$ cat src/rtl/reg_access_ctrl_if.sv
// Byte-stream, register-file and TX-FIFO signals around the command-frame controller.
// The controller takes the master modport; the surrounding blocks take the slave modport.
interface reg_access_ctrl_if #(
    parameter int DATA_WIDTH = 8,
    parameter int ADDR_WIDTH = 4
);
    logic [DATA_WIDTH-1:0] RX_P_DATA;
    logic                  RX_D_VLD;
    logic                  WrEn;
    logic                  RdEn;
    logic [ADDR_WIDTH-1:0] Address;
    logic [DATA_WIDTH-1:0] WrData;
    logic [DATA_WIDTH-1:0] RdData;
    logic                  RdData_VLD;
    logic [DATA_WIDTH-1:0] TX_P_DATA;
    logic                  TX_D_VLD;
    logic                  FIFO_FULL;
    logic                  FRAME_ERR;

    modport master (
        input  RX_P_DATA, RX_D_VLD, RdData, RdData_VLD, FIFO_FULL,
        output WrEn, RdEn, Address, WrData, TX_P_DATA, TX_D_VLD, FRAME_ERR
    );

    modport slave (
        output RX_P_DATA, RX_D_VLD, RdData, RdData_VLD, FIFO_FULL,
        input  WrEn, RdEn, Address, WrData, TX_P_DATA, TX_D_VLD, FRAME_ERR
    );
endinterface

$ cat src/rtl/reg_access_ctrl.sv
// Command-frame controller between the UART RX byte stream, the register file and the TX FIFO.
// Optional ADDR_RANGE_CHECK_EN: out-of-range address bytes abort the frame (reads answer 8'hEE).
//
// state     | meaning
// ----------+-------------------------------------------------------------
// IDLE      | waiting for a command byte (CMD_WR / CMD_RD)
// WR_ADDR   | write frame, waiting for the address byte
// WR_DATA   | write frame, waiting for the data byte
// RD_ADDR   | read frame, waiting for the address byte
// RD_WAIT   | read strobe issued, waiting for RdData_VLD or timeout
// TX_PUSH   | read byte held, pushing it to the TX FIFO when not full
module reg_access_ctrl #(
    parameter int                    DATA_WIDTH = 8,
    parameter int                    ADDR_WIDTH = 4,
    parameter logic [DATA_WIDTH-1:0] CMD_WR     = 8'hAA,
    parameter logic [DATA_WIDTH-1:0] CMD_RD     = 8'hBB,
    parameter int                    RD_TIMEOUT = 4
) (
    input  logic               CLK,
    input  logic               RST,
    reg_access_ctrl_if.master  bus
);

    localparam int CNT_W = $clog2(RD_TIMEOUT + 1);
    localparam logic [CNT_W-1:0]      CNT_LAST = CNT_W'(RD_TIMEOUT - 1);
    localparam logic [DATA_WIDTH-1:0] ERR_BYTE = DATA_WIDTH'(8'hEE);

    localparam logic [2:0] S_IDLE    = 3'd0;
    localparam logic [2:0] S_WR_ADDR = 3'd1;
    localparam logic [2:0] S_WR_DATA = 3'd2;
    localparam logic [2:0] S_RD_ADDR = 3'd3;
    localparam logic [2:0] S_RD_WAIT = 3'd4;
    localparam logic [2:0] S_TX_PUSH = 3'd5;

    logic [2:0]            state_q,     state_d;
    logic [CNT_W-1:0]      cnt_q,       cnt_d;
    logic [DATA_WIDTH-1:0] hold_q,      hold_d;
    logic                  wr_en_q,     wr_en_d;
    logic                  rd_en_q,     rd_en_d;
    logic [ADDR_WIDTH-1:0] addr_q,      addr_d;
    logic [DATA_WIDTH-1:0] wr_data_q,   wr_data_d;
    logic [DATA_WIDTH-1:0] tx_data_q,   tx_data_d;
    logic                  tx_vld_q,    tx_vld_d;
    logic                  frame_err_q, frame_err_d;

    logic [DATA_WIDTH-1:0] rx_byte;
    logic                  rx_vld;
    logic                  addr_bad;

    assign rx_byte = bus.RX_P_DATA;
    assign rx_vld  = bus.RX_D_VLD;

`ifdef ADDR_RANGE_CHECK_EN
    assign addr_bad = |rx_byte[DATA_WIDTH-1:ADDR_WIDTH];
`else
    assign addr_bad = 1'b0;
`endif

    // TX_D_VLD is registered, so the FIFO_FULL seen on the launching edge decides each push.
    always_comb begin
        state_d     = state_q;
        cnt_d       = cnt_q;
        hold_d      = hold_q;
        wr_en_d     = 1'b0;
        rd_en_d     = 1'b0;
        addr_d      = addr_q;
        wr_data_d   = wr_data_q;
        tx_data_d   = tx_data_q;
        tx_vld_d    = 1'b0;
        frame_err_d = 1'b0;

        case (state_q)
            S_IDLE: begin
                if (rx_vld) begin
                    if (rx_byte == CMD_WR) begin
                        state_d = S_WR_ADDR;
                    end else if (rx_byte == CMD_RD) begin
                        state_d = S_RD_ADDR;
                    end
                end
            end

            S_WR_ADDR: begin
                if (rx_vld) begin
                    if (addr_bad) begin
                        frame_err_d = 1'b1;
                        state_d     = S_IDLE;
                    end else begin
                        addr_d  = rx_byte[ADDR_WIDTH-1:0];
                        state_d = S_WR_DATA;
                    end
                end
            end

            S_WR_DATA: begin
                if (rx_vld) begin
                    wr_data_d = rx_byte;
                    wr_en_d   = 1'b1;
                    state_d   = S_IDLE;
                end
            end

            S_RD_ADDR: begin
                if (rx_vld) begin
                    if (addr_bad) begin
                        frame_err_d = 1'b1;
                        hold_d      = ERR_BYTE;
                        tx_data_d   = ERR_BYTE;
                        tx_vld_d    = ~bus.FIFO_FULL;
                        state_d     = S_TX_PUSH;
                    end else begin
                        addr_d  = rx_byte[ADDR_WIDTH-1:0];
                        rd_en_d = 1'b1;
                        cnt_d   = '0;
                        state_d = S_RD_WAIT;
                    end
                end
            end

            S_RD_WAIT: begin
                frame_err_d = rx_vld;
                if (bus.RdData_VLD) begin
                    hold_d    = bus.RdData;
                    tx_data_d = bus.RdData;
                    tx_vld_d  = ~bus.FIFO_FULL;
                    state_d   = S_TX_PUSH;
                end else if (cnt_q == CNT_LAST) begin
                    frame_err_d = 1'b1;
                    state_d     = S_IDLE;
                end else begin
                    cnt_d = cnt_q + 1'b1;
                end
            end

            S_TX_PUSH: begin
                frame_err_d = rx_vld;
                if (tx_vld_q) begin
                    state_d = S_IDLE;
                end else if (!bus.FIFO_FULL) begin
                    tx_data_d = hold_q;
                    tx_vld_d  = 1'b1;
                end
            end

            default: begin
                state_d = S_IDLE;
            end
        endcase
    end

    always_ff @(posedge CLK or negedge RST) begin
        if (!RST) begin
            state_q     <= S_IDLE;
            cnt_q       <= '0;
            hold_q      <= '0;
            wr_en_q     <= 1'b0;
            rd_en_q     <= 1'b0;
            addr_q      <= '0;
            wr_data_q   <= '0;
            tx_data_q   <= '0;
            tx_vld_q    <= 1'b0;
            frame_err_q <= 1'b0;
        end else begin
            state_q     <= state_d;
            cnt_q       <= cnt_d;
            hold_q      <= hold_d;
            wr_en_q     <= wr_en_d;
            rd_en_q     <= rd_en_d;
            addr_q      <= addr_d;
            wr_data_q   <= wr_data_d;
            tx_data_q   <= tx_data_d;
            tx_vld_q    <= tx_vld_d;
            frame_err_q <= frame_err_d;
        end
    end

    assign bus.WrEn      = wr_en_q;
    assign bus.RdEn      = rd_en_q;
    assign bus.Address   = addr_q;
    assign bus.WrData    = wr_data_q;
    assign bus.TX_P_DATA = tx_data_q;
    assign bus.TX_D_VLD  = tx_vld_q;
    assign bus.FRAME_ERR = frame_err_q;

endmodule
$ cat src/flat_wrapper.sv
// flat-port wrapper written by rule: the top's interface ports become plain ports
module reg_access_ctrl_flat 
#(
    parameter int                    DATA_WIDTH = 8,
    parameter int                    ADDR_WIDTH = 4,
    parameter logic [DATA_WIDTH-1:0] CMD_WR     = 8'hAA,
    parameter logic [DATA_WIDTH-1:0] CMD_RD     = 8'hBB,
    parameter int                    RD_TIMEOUT = 4
)
  (CLK, RST, bus_RX_P_DATA, bus_RX_D_VLD, bus_RdData, bus_RdData_VLD, bus_FIFO_FULL, bus_WrEn, bus_RdEn, bus_Address, bus_WrData, bus_TX_P_DATA, bus_TX_D_VLD, bus_FRAME_ERR);
  reg_access_ctrl_if #(.DATA_WIDTH(DATA_WIDTH), .ADDR_WIDTH(ADDR_WIDTH)) bus_i ();
  input  logic CLK;
  input  logic RST;
  input wire logic [$bits(bus_i.RX_P_DATA)-1:0] bus_RX_P_DATA;
  input wire logic [$bits(bus_i.RX_D_VLD)-1:0] bus_RX_D_VLD;
  input wire logic [$bits(bus_i.RdData)-1:0] bus_RdData;
  input wire logic [$bits(bus_i.RdData_VLD)-1:0] bus_RdData_VLD;
  input wire logic [$bits(bus_i.FIFO_FULL)-1:0] bus_FIFO_FULL;
  output wire logic [$bits(bus_i.WrEn)-1:0] bus_WrEn;
  output wire logic [$bits(bus_i.RdEn)-1:0] bus_RdEn;
  output wire logic [$bits(bus_i.Address)-1:0] bus_Address;
  output wire logic [$bits(bus_i.WrData)-1:0] bus_WrData;
  output wire logic [$bits(bus_i.TX_P_DATA)-1:0] bus_TX_P_DATA;
  output wire logic [$bits(bus_i.TX_D_VLD)-1:0] bus_TX_D_VLD;
  output wire logic [$bits(bus_i.FRAME_ERR)-1:0] bus_FRAME_ERR;
  assign bus_i.RX_P_DATA = bus_RX_P_DATA;
  assign bus_i.RX_D_VLD = bus_RX_D_VLD;
  assign bus_i.RdData = bus_RdData;
  assign bus_i.RdData_VLD = bus_RdData_VLD;
  assign bus_i.FIFO_FULL = bus_FIFO_FULL;
  assign bus_WrEn = bus_i.WrEn;
  assign bus_RdEn = bus_i.RdEn;
  assign bus_Address = bus_i.Address;
  assign bus_WrData = bus_i.WrData;
  assign bus_TX_P_DATA = bus_i.TX_P_DATA;
  assign bus_TX_D_VLD = bus_i.TX_D_VLD;
  assign bus_FRAME_ERR = bus_i.FRAME_ERR;
  reg_access_ctrl #(.DATA_WIDTH(DATA_WIDTH), .ADDR_WIDTH(ADDR_WIDTH), .CMD_WR(CMD_WR), .CMD_RD(CMD_RD), .RD_TIMEOUT(RD_TIMEOUT)) u_core (.CLK(CLK), .RST(RST), .bus(bus_i));
endmodule
$ cat config.mk
export PLATFORM = sky130hd
export DESIGN_NAME = reg_access_ctrl_flat
export DESIGN_NICKNAME = d
export VERILOG_FILES = /design/src/rtl/reg_access_ctrl_if.sv /design/src/rtl/reg_access_ctrl.sv /design/src/flat_wrapper.sv
export SDC_FILE = /design/constraint.sdc
export NUM_CORES = 1
export LEC_CHECK = 0
export ABC_AREA = 1
export CORE_ASPECT_RATIO = 0.8
export CORE_MARGIN = 2
export CORE_UTILIZATION = 44
export CTS_BUF_LIST = sky130_fd_sc_hd__clkbuf_4
export CTS_CLUSTER_SIZE = 8
export DETAILED_ROUTE_END_ITERATION = 8
export PLACE_DENSITY = 0.73
export SYNTH_ARGS = -nofsm -noshare
export SYNTH_HDL_FRONTEND = slang
export SYNTH_SLANG_ARGS = --single-unit
export TNS_END_PERCENT = 5
$ cat constraint.sdc
create_clock -name CLK -period 3.28 [get_ports CLK]
set_input_delay 0.984 -clock CLK [delete_from_list [all_inputs] [get_ports CLK]]
set_output_delay 0.984 -clock CLK [all_outputs]
set_load 0.02 [all_outputs]
==> metrics, run 1 <==
Min-Delay Endpoint u_core.bus.WrData[6]; final hold viol count 0; Worst Max-Slew Pin Slew a little over 0.8 ns; worst r2r path cells 5; synthesized cell area about 1800 um2; DRT iter0 DRCs 70; largest net degree at the start of global routing 39; setup_tns 0 ns; critical path fanouts, max 2; FF-to-FF End u_core.bus.TX_P_DATA[6]; Core Region approximately 3800 um2; first-pass GRT wire length 5610 um; Nets 272; reg2reg setup slack between 1.5 and 2 ns; gr usage total between 15 and 20%; library cells used by synthesis 23; CP startpoint kind flop; Routed wire per std cell around 11 um; worst skew pair latency about 0.34 ns; n_diodes 0; GRT overflow 0; area grow syn2layout 31.0%; Hold Startpoint u_core.bus.WrData[6]; Resize count post-CTS 0; CTS tree built; initial antenna violation count 0; fmax around 430 MHz; initial cell density of the core 46.0%; Worst Path Class, Setup reg -> out; Mapped Nets around 230; GPL Wtd Cong 0.771; dpl cells 297; Seq/Total Area, Yosys 54.0%; CTS buffer count 5; Top Family by Delay on Critical Path buffers and inverters; synth warn 0; PortBufs 44; layout cell share with drive strength beyond 1 8.80%; reg2reg start u_core.state_q[1]; Synth Register Bits 38; hold depth 2; vias in the first global route 1242; Worst-path clk slew 0.11 ns; Worst VDD drop 392 uV; worst path bufs/invs 1; Die Span Y ~61 um; drt total wl 3410 um; CP max stage cell clkdlybuf4s50_1; clock root buffer clkbuf_4; Final ANT Viol Nets 0; Layout Skew 0.00323 ns; status finished clean; final cycle utilization of the critical path 71.1%; cts hold-fix bufs 0; HPWL after DPL about 2500 um; die footprint 4530 um2; Arrival @ worst endpoint approximately 1.4 ns; maxcap violations 0; Final Core Density 60.2%; vias per cell 4.69; die width 74.7 um; Cells after Synth 205; most frequent cells in the layout nand2_1 (52), clkdlybuf4s50_1 (43), dfrtp_1 (38); final setup violation count 0; num ports 45; worst path cell trace clkdlybuf4s50_1; pwr dens 869 nW/um2; Pre-Repair DR Iteration Count 4; endpoint type of the worst setup path output port; commonest non-fill, non-tap cell in the layout nand2_1; total clock sinks 38; Hold Path Class reg -> reg; Final Max Tran Viols 0; final cell count without fillers 305; CTS H-tree lvls 2; # DRC 0; post-route minimum period 2.33 ns; relative slew slack between 40% and 50%; Rows 20; crit-path max cell delay 0.61 ns; maximum clock path buffer count 2; Syn Area/Cell around 8.6 um2; RSZ-0062 raised after global routing false; Worst EP required 2.30 ns; Setup Buffers After CTS 0; P_leak roughly 1.1 nW; via count 1429
[area by class of cell]
type / instances / area [um2]
inverter: 24 / 90.1
sequential: 38 / 951
clock inverter: 3 / 63.8
multi-input combinational: 136 / 659
tap: 55 / 68.8
timing repair buffer: 44 / 435
clock buffer: 5 / 37.5
fill: 349 / 1520
[worst max-delay path by stage]
stage	from	to	cells past startpoint	slack (ns)
2_1_floorplan	bus_FIFO_FULL	u_core.bus.TX_P_DATA[1]	5	1.46
3_3_place_gp	bus_FIFO_FULL	u_core.bus.TX_P_DATA[3]	5	0.88
3_5_place_dp	bus_FIFO_FULL	u_core.bus.TX_P_DATA[6]	5	0.87
4_1_cts	u_core.bus.TX_P_DATA[1]	bus_TX_P_DATA[1]	1	0.93
5_1_grt	u_core.bus.TX_D_VLD	bus_TX_D_VLD	1	0.88
6_report	u_core.bus.TX_P_DATA[1]	bus_TX_P_DATA[1]	1	0.95
[sequential cells by signal, indices dropped and copies added (netlist names)]
signal / cells
u_core.bus.Address: 4
u_core.state_q: 3
u_core.hold_q: 8
u_core.bus.WrData: 8
u_core.bus.TX_P_DATA: 8
u_core.cnt_q: 3
u_core.bus.FRAME_ERR: 1
u_core.bus.WrEn: 1
u_core.bus.RdEn: 1
u_core.bus.TX_D_VLD: 1
[through the flow]
stage                     setup WS [ns]  cell area [um2]  hold WS (ns)  total power, mW
after global routing              0.881             2310         0.520             2.15
final                             0.948             2310         0.494             2.00
after CTS                         0.933             2310         0.496             2.03
after detailed placement          0.866             2200         0.466             1.63
after global placement            0.876             2200         0.465             1.62
after floorplan                    1.46             1760         0.448             1.29
[cells in the mapped netlist (all sizes together)]
cell,n,share of area [%]
dfrtp,38,54
ha,2,1.4
nand4,2,0.71
or2,3,1.1
a21oi,18,5.5
nand3,9,3.3
buf,7,3.4
inv,24,5.1
nor2,24,5.8
nand2,55,12
o21ai,23,7.2
[routing by layer]
metal / wire length, um / vias up / GRT usage [%]
li1: - / 739 / -
met1: 1710 / 658 / 24.2
met2: 1500 / 25 / 24.0
met3: 125 / 7 / 3.49
met4: 67 / 0 / 8.42
met5: 0 / - / 0
[where the power goes]
group	switching (mW)	internal, mW
clock	0.153	0.235
sequential	0.125	0.662
combinational	0.455	0.376
total	0.732	1.27
[logic make-up (layout without fill, tap and decap cells)]
| kind of cell | count (synthesis) | after routing | synth area share, % |
|---|---|---|---|
| fa+ha+maj | 2 | 2 | 1.42 |
| simple gates | 93 | 93 | 23.3 |
| buf+inv | 31 | 76 | 8.53 |
| compound gates | 41 | 41 | 12.7 |
| flops | 38 | 38 | 54.0 |
Power figures use the tool's default switching activity.
==> run 2, diff against run 1 <==
==> constraint.sdc (replaced) <==
create_clock -name CLK -period 2.3 [get_ports CLK]
set_input_delay 0.69 -clock CLK [delete_from_list [all_inputs] [get_ports CLK]]
set_output_delay 0.69 -clock CLK [all_outputs]
set_load 0.02 [all_outputs]
==> run 2 against run 1 <==
  * First-iteration DRC count is 20% higher
  * Final area shrank 1.4%
  * Worst setup slack got worse by 0.68 ns
  * Clock skew grew 0.0021 ns
  * Sequential share of layout area increased by 0.59 points
  * Utilization shrank 0.85 points
  * Die area is the same
  * Critical path depth is the same
  * Largest cell class unchanged
  * Largest power group unchanged
==> metrics, run 2 (synthesized netlist as in run 1, its figures left out) <==
Resize count post-CTS 0 (unchanged); Nets 274 (+0.74%); Worst EP required 1.61 ns (-0.69 ns); Placed Area 2220 um2 (+0.68%); total clock sinks 38 (unchanged); die footprint 4530 um2 (unchanged); CP max stage cell clkdlybuf4s50_1; Multi-input gate area 659 um2 (unchanged); critical path fanouts, max 2 (unchanged); final setup violation count 0 (unchanged); post-route cell area 2270 um2 (-1.4%); die width 74.7 um (unchanged); Worst VDD drop 569 uV (+45%); Routed wire per std cell 11.0 um (-1.4%); post-route minimum period 2.03 ns; worst skew pair latency 0.34 ns (about the same); Die Span Y 60.6 um (unchanged); grt met2 use 24.5% (+0.51 points); vias per cell 4.55 (-2.8%); Arrival @ worst endpoint 1.34 ns (about the same); M3 GR Usage 4.82% (+1.3 points); final cycle utilization of the critical path about nine tenths; CTS H-tree lvls 2 (unchanged); P_leak 1.11 nW (-0.95%); Post-Place Worst Slack 0.204 ns (-0.663 ns); Layout Skew 0.00532 ns (+0.00209 ns); Final Max Tran Viols 0 (unchanged); worst path bufs/invs 1 (unchanged); Pre-Repair DR Iteration Count 4 (unchanged); CTS buffer count 5 (unchanged); Core Region 3830 um2 (unchanged); cts hold-fix bufs 0 (unchanged); GPL Wtd Cong 0.784 (+1.6%); relative slew slack 68.3% (+23 points); met1 GRT Util 22.6% (-1.6 points); layout cell share with drive strength beyond 1 9.52% (+0.72 points); crit-path max cell delay 0.61 ns (about the same); initial antenna violation count 0 (unchanged); CTS tree built; Final Hold Slack 0.375 ns (-0.118 ns); DRT iter0 DRCs 84 (+20%); HPWL after DPL 2480 um (-0.42%); vias in the first global route 1272 (+2.4%); Hold Path Class in -> async; via count 1398 (-2.2%); # DRC 0 (unchanged); final hold viol count 0 (unchanged); most frequent cells in the layout nand2_1 (52), clkdlybuf4s50_1 (43), dfrtp_1 (38); clock root buffer clkbuf_4; RSZ-0062 raised after global routing false; Setup Buffers After CTS 0 (unchanged); gr usage total 16.6% (-0.13 points); commonest non-fill, non-tap cell in the layout nand2_1; sequential cell area 951 um2 (unchanged); fillers 340 (-2.6%); setup_tns 0 ns (unchanged); worst path cell trace clkdlybuf4s50_1; fmax 492 MHz; n_diodes 0 (unchanged); pwr dens 1170 nW/um2 (+34%); largest net degree at the start of global routing 39 (unchanged); status finished clean; final worst slack 0.266 ns (-0.682 ns); endpoint type of the worst setup path output port; drt total wl 3380 um (-0.76%); CP startpoint kind flop; Worst-path clk slew 0.10 ns (about the same); area grow syn2layout 29.1%; num ports 45 (unchanged); Worst Path Class, Setup reg -> out; GRT overflow 0 (unchanged); Final ANT Viol Nets 0 (unchanged); Rows 20 (unchanged); PortBufs 44 (unchanged); Worst Max-Slew Pin Slew 0.476 ns (-0.343 ns); first-pass GRT wire length 5530 um (-1.4%); GRT busiest layer met2; initial cell density of the core 46.0% (unchanged); Top Family by Delay on Critical Path buffers and inverters; maxcap violations 0 (unchanged); maximum clock path buffer count 2 (unchanged)
-- run 2: changes by cell type in the layout (fill, tap and decap cells not counted) --
| cell | delta |
|---|---|
| buf_4 | +2 |
| bufinv_16 | -2 |
| clkbuf_4 | +1 |
| clkinv_2 | +1 |
-- run 2: per-layer routing --
metal	vias to the layer above	part of all wire, %
met5	-	0
met4	0	1.8
met3	8	3.6
met2	21	44
met1	630	51
li1	739	-
-- run 2: per-stage QoR --
| stage | cells | total power, mW | utilization, % |
|---|---|---|---|
| after detailed placement | 299 | 2.34 | 58.0 |
| after global placement | 299 | 2.32 | 58.0 |
| final | 307 | 2.65 | 59.4 |
| after floorplan | 205 | 1.83 | - |
| after CTS | 307 | 2.67 | 59.4 |
| after global routing | 307 | 2.85 | 59.4 |
-- run 2: power by group --
part / switching [mW] / internal (mW) / total, mW
clock network: 0.208 / 0.127 / 0.335
logic: 0.652 / 0.543 / 1.19
registers: 0.176 / 0.944 / 1.12
-- run 2: layout make-up --
type | instances | area share, %
Sequential cell | 38 | 41.8
Multi-Input combinational cell | 136 | 29.0
Timing Repair Buffer | 46 | 19.8
Inverter | 24 | 3.96
Tap cell | 55 | 3.03
Clock buffer | 6 | 1.98
Clock inverter | 2 | 0.385
-- run 2: path summary, 6_finish.rpt --
kind,startpoint,end,slack (ns),depth (start not counted)
worst min register to register,u_core.bus.WrData[5],u_core.bus.WrData[5],0.49,2
min in group CLK,u_core.bus.WrData[5],u_core.bus.WrData[5],0.49,2
worst min-delay path,RST,u_core.bus.WrEn,0.38,2
max in group asynchronous,RST,u_core.bus.RdEn,1.59,2
worst max-delay path,u_core.bus.TX_P_DATA[1],bus_TX_P_DATA[1],0.27,1
worst max register to register,u_core.state_q[0],u_core.bus.TX_P_DATA[3],0.77,4
-- run 2: worst register-to-register path, delay by kind of cell, from the launching register on --
| family | cells | cell delay (ns) |
|---|---|---|
| AOI/OAI and AO/OA | 2 | 0.59 |
| DFF | 1 | 0.55 |
| and+or+nand+nor | 2 | 0.32 |
==> run 3, diff against run 2 <==
--- a/config.mk
+++ b/config.mk
@@ -6,7 +6,6 @@
 export NUM_CORES = 1
 export LEC_CHECK = 0
 export ABC_AREA = 1
-export CORE_ASPECT_RATIO = 0.8
 export CORE_MARGIN = 2
 export CORE_UTILIZATION = 44
 export CTS_BUF_LIST = sky130_fd_sc_hd__clkbuf_4
==> run 3 against run 2 <==
  * Count of clock-buffer cells in the layout fell by 1
  * Critical path depth unchanged
  * Routed wire length decreased by 0.38%
  * Flip-flop and latch count did not move
  * Utilization up 2.4 points
  * Via count grew 1.7%
  * Worst hold slack lost 0.0034 ns
  * Maximum frequency down 1.6%
  * First-iteration DRC count rose by 20%
  * Die area about the same
  * Non-clock buffer count unchanged
  * Register-to-register slack hardly changed
  * Largest cell class unchanged
  * Highest routed layer unchanged
==> metrics, run 3 (synthesized netlist as in run 1, its figures left out) <==
Hold Path Class in -> async; HPWL after DPL 2430 um (-2.4%); gr usage total 17.4% (+0.75 points); final cell count without fillers 300 (-2.3%); via count 1422 (+1.7%); P_leak 1.13 nW (+1.8%); Worst Path Class, Setup reg -> out; CP max stage cell clkdlybuf4s50_1; CTS buffer count 5 (unchanged); n_diodes 0 (unchanged); sequential cell area 951 um2 (unchanged); area grow syn2layout 31.3%; GRT overflow 0 (unchanged); CP startpoint kind flop; crit-path max cell delay 0.62 ns (about the same); final setup violation count 0 (unchanged); Top Family by Delay on Critical Path buffers and inverters; endpoint type of the worst setup path output port; clock root buffer clkbuf_4; total clock sinks 38 (unchanged); final worst slack 0.232 ns (-0.0341 ns); worst path bufs/invs 1 (unchanged); PortBufs 44 (unchanged); total power 2.87 mW (+8.3%); first-pass GRT wire length 5900 um (+6.6%); Arrival @ worst endpoint 1.38 ns (+0.04 ns); die width 67.3 um (-10%); Worst EP required 1.61 ns (about the same); Final Max Tran Viols 0 (unchanged); worst path cell trace clkdlybuf4s50_1; initial cell density of the core 47.0% (+1.0 points); Worst-path clk slew 0.12 ns (+0.02 ns); commonest non-fill, non-tap cell in the layout nand2_1; pwr dens 1240 nW/um2 (+6.5%); CTS H-tree lvls 2 (unchanged); worst skew pair latency 0.35 ns (about the same); Rows 22 (+10%); final cycle utilization of the critical path 89.9% (+1.5 points); Worst Max-Slew Pin Slew 0.465 ns (-0.0107 ns); Final Core Density 61.8% (+2.4 points); DRT iter0 DRCs 101 (+20%); setup_tns 0 ns (unchanged); most frequent cells in the layout nand2_1 (52), clkdlybuf4s50_1 (43), dfrtp_1 (38); fillers 331 (-2.6%); Routed wire per std cell 11.2 um (+1.9%); layout cell share with drive strength beyond 1 9.52% (unchanged); Nets 274 (unchanged); Multi-input gate area 659 um2 (unchanged); fmax 484 MHz (-1.6%); dpl cells 292 (-2.3%); num ports 45 (unchanged); die footprint 4520 um2 (about the same); initial antenna violation count 0 (unchanged); Die Span Y 67.3 um (+11%); CTS tree built; status finished clean; Layout Skew 0.00688 ns (+0.00156 ns); post-route minimum period 2.07 ns (+0.0341 ns); Setup Buffers After CTS 0 (unchanged); cts hold-fix bufs 0 (unchanged); critical path fanouts, max 3 (+1); relative slew slack 69.0% (+0.72 points); drt total wl 3370 um (-0.38%); Worst VDD drop 569 uV (about the same); GPL Wtd Cong 0.761 (-2.9%); vias per cell 4.74 (+4.1%); Resize count post-CTS 0 (unchanged); Core Region 3740 um2 (-2.2%); Final ANT Viol Nets 0 (unchanged); maxcap violations 0 (unchanged); final hold viol count 0 (unchanged); Post-Place Worst Slack 0.207 ns (+0.00337 ns); # DRC 0 (unchanged); vias in the first global route 1380 (+8.5%); RSZ-0062 raised after global routing false; Pre-Repair DR Iteration Count 6 (+2); maximum clock path buffer count 2 (unchanged); largest net degree at the start of global routing 39 (unchanged)
[run 3: cell count changes in the layout (fill, tap and decap cells not counted)]
cell	delta
clkbuf_4	-1
clkinv_2	-1
bufinv_16	+2
[run 3: metal layers]
metal | vias to the layer above | wire, um | part of all wire (%) | track usage (%)
met3 | 7 | 186 | 5.5 | 5.33
met1 | 639 | 1600 | 48 | 21.4
met5 | - | 0 | 0 | 0
met4 | 0 | 65 | 1.9 | 7.65
li1 | 740 | - | - | -
met2 | 36 | 1510 | 45 | 28.2
[run 3: layout make-up]
cell class                      instances  area share, %
Tap cell                               48           2.60
Clock inverter                          3           2.76
Multi-Input combinational cell        136           28.5
Inverter                               24           3.90
Timing Repair Buffer                   46           19.5
Sequential cell                        38           41.1
Clock buffer                            5           1.62
[run 3: where the power goes]
group	switching (mW)	total, mW	internal, mW	leakage [nW]
registers	0.176	1.12	0.944	0.468
clock network	0.221	0.555	0.335	0.0528
logic	0.650	1.19	0.543	0.610
[run 3: through the flow]
stage,cell area [um2],hold slack (ns)
final,2310,0.372
after global routing,2310,0.410
after CTS,2310,0.378
after detailed placement,2210,0.471
after global placement,2210,0.464
after floorplan,1760,0.394
[run 3: worst paths after layout]
| path | from | endpoint | slack (ns) | depth (start not counted) |
|---|---|---|---|---|
| worst max-delay path | u_core.bus.TX_D_VLD | bus_TX_D_VLD | 0.23 | 1 |
| min in group CLK | u_core.bus.WrData[7] | u_core.bus.WrData[7] | 0.49 | 2 |
| worst max register to register | u_core.state_q[2] | u_core.bus.TX_P_DATA[0] | 0.76 | 4 |
| max in group asynchronous | RST | u_core.hold_q[4] | 1.61 | 2 |
| worst min register to register | u_core.bus.WrData[7] | u_core.bus.WrData[7] | 0.49 | 2 |
| worst min-delay path | RST | u_core.bus.WrData[4] | 0.37 | 2 |
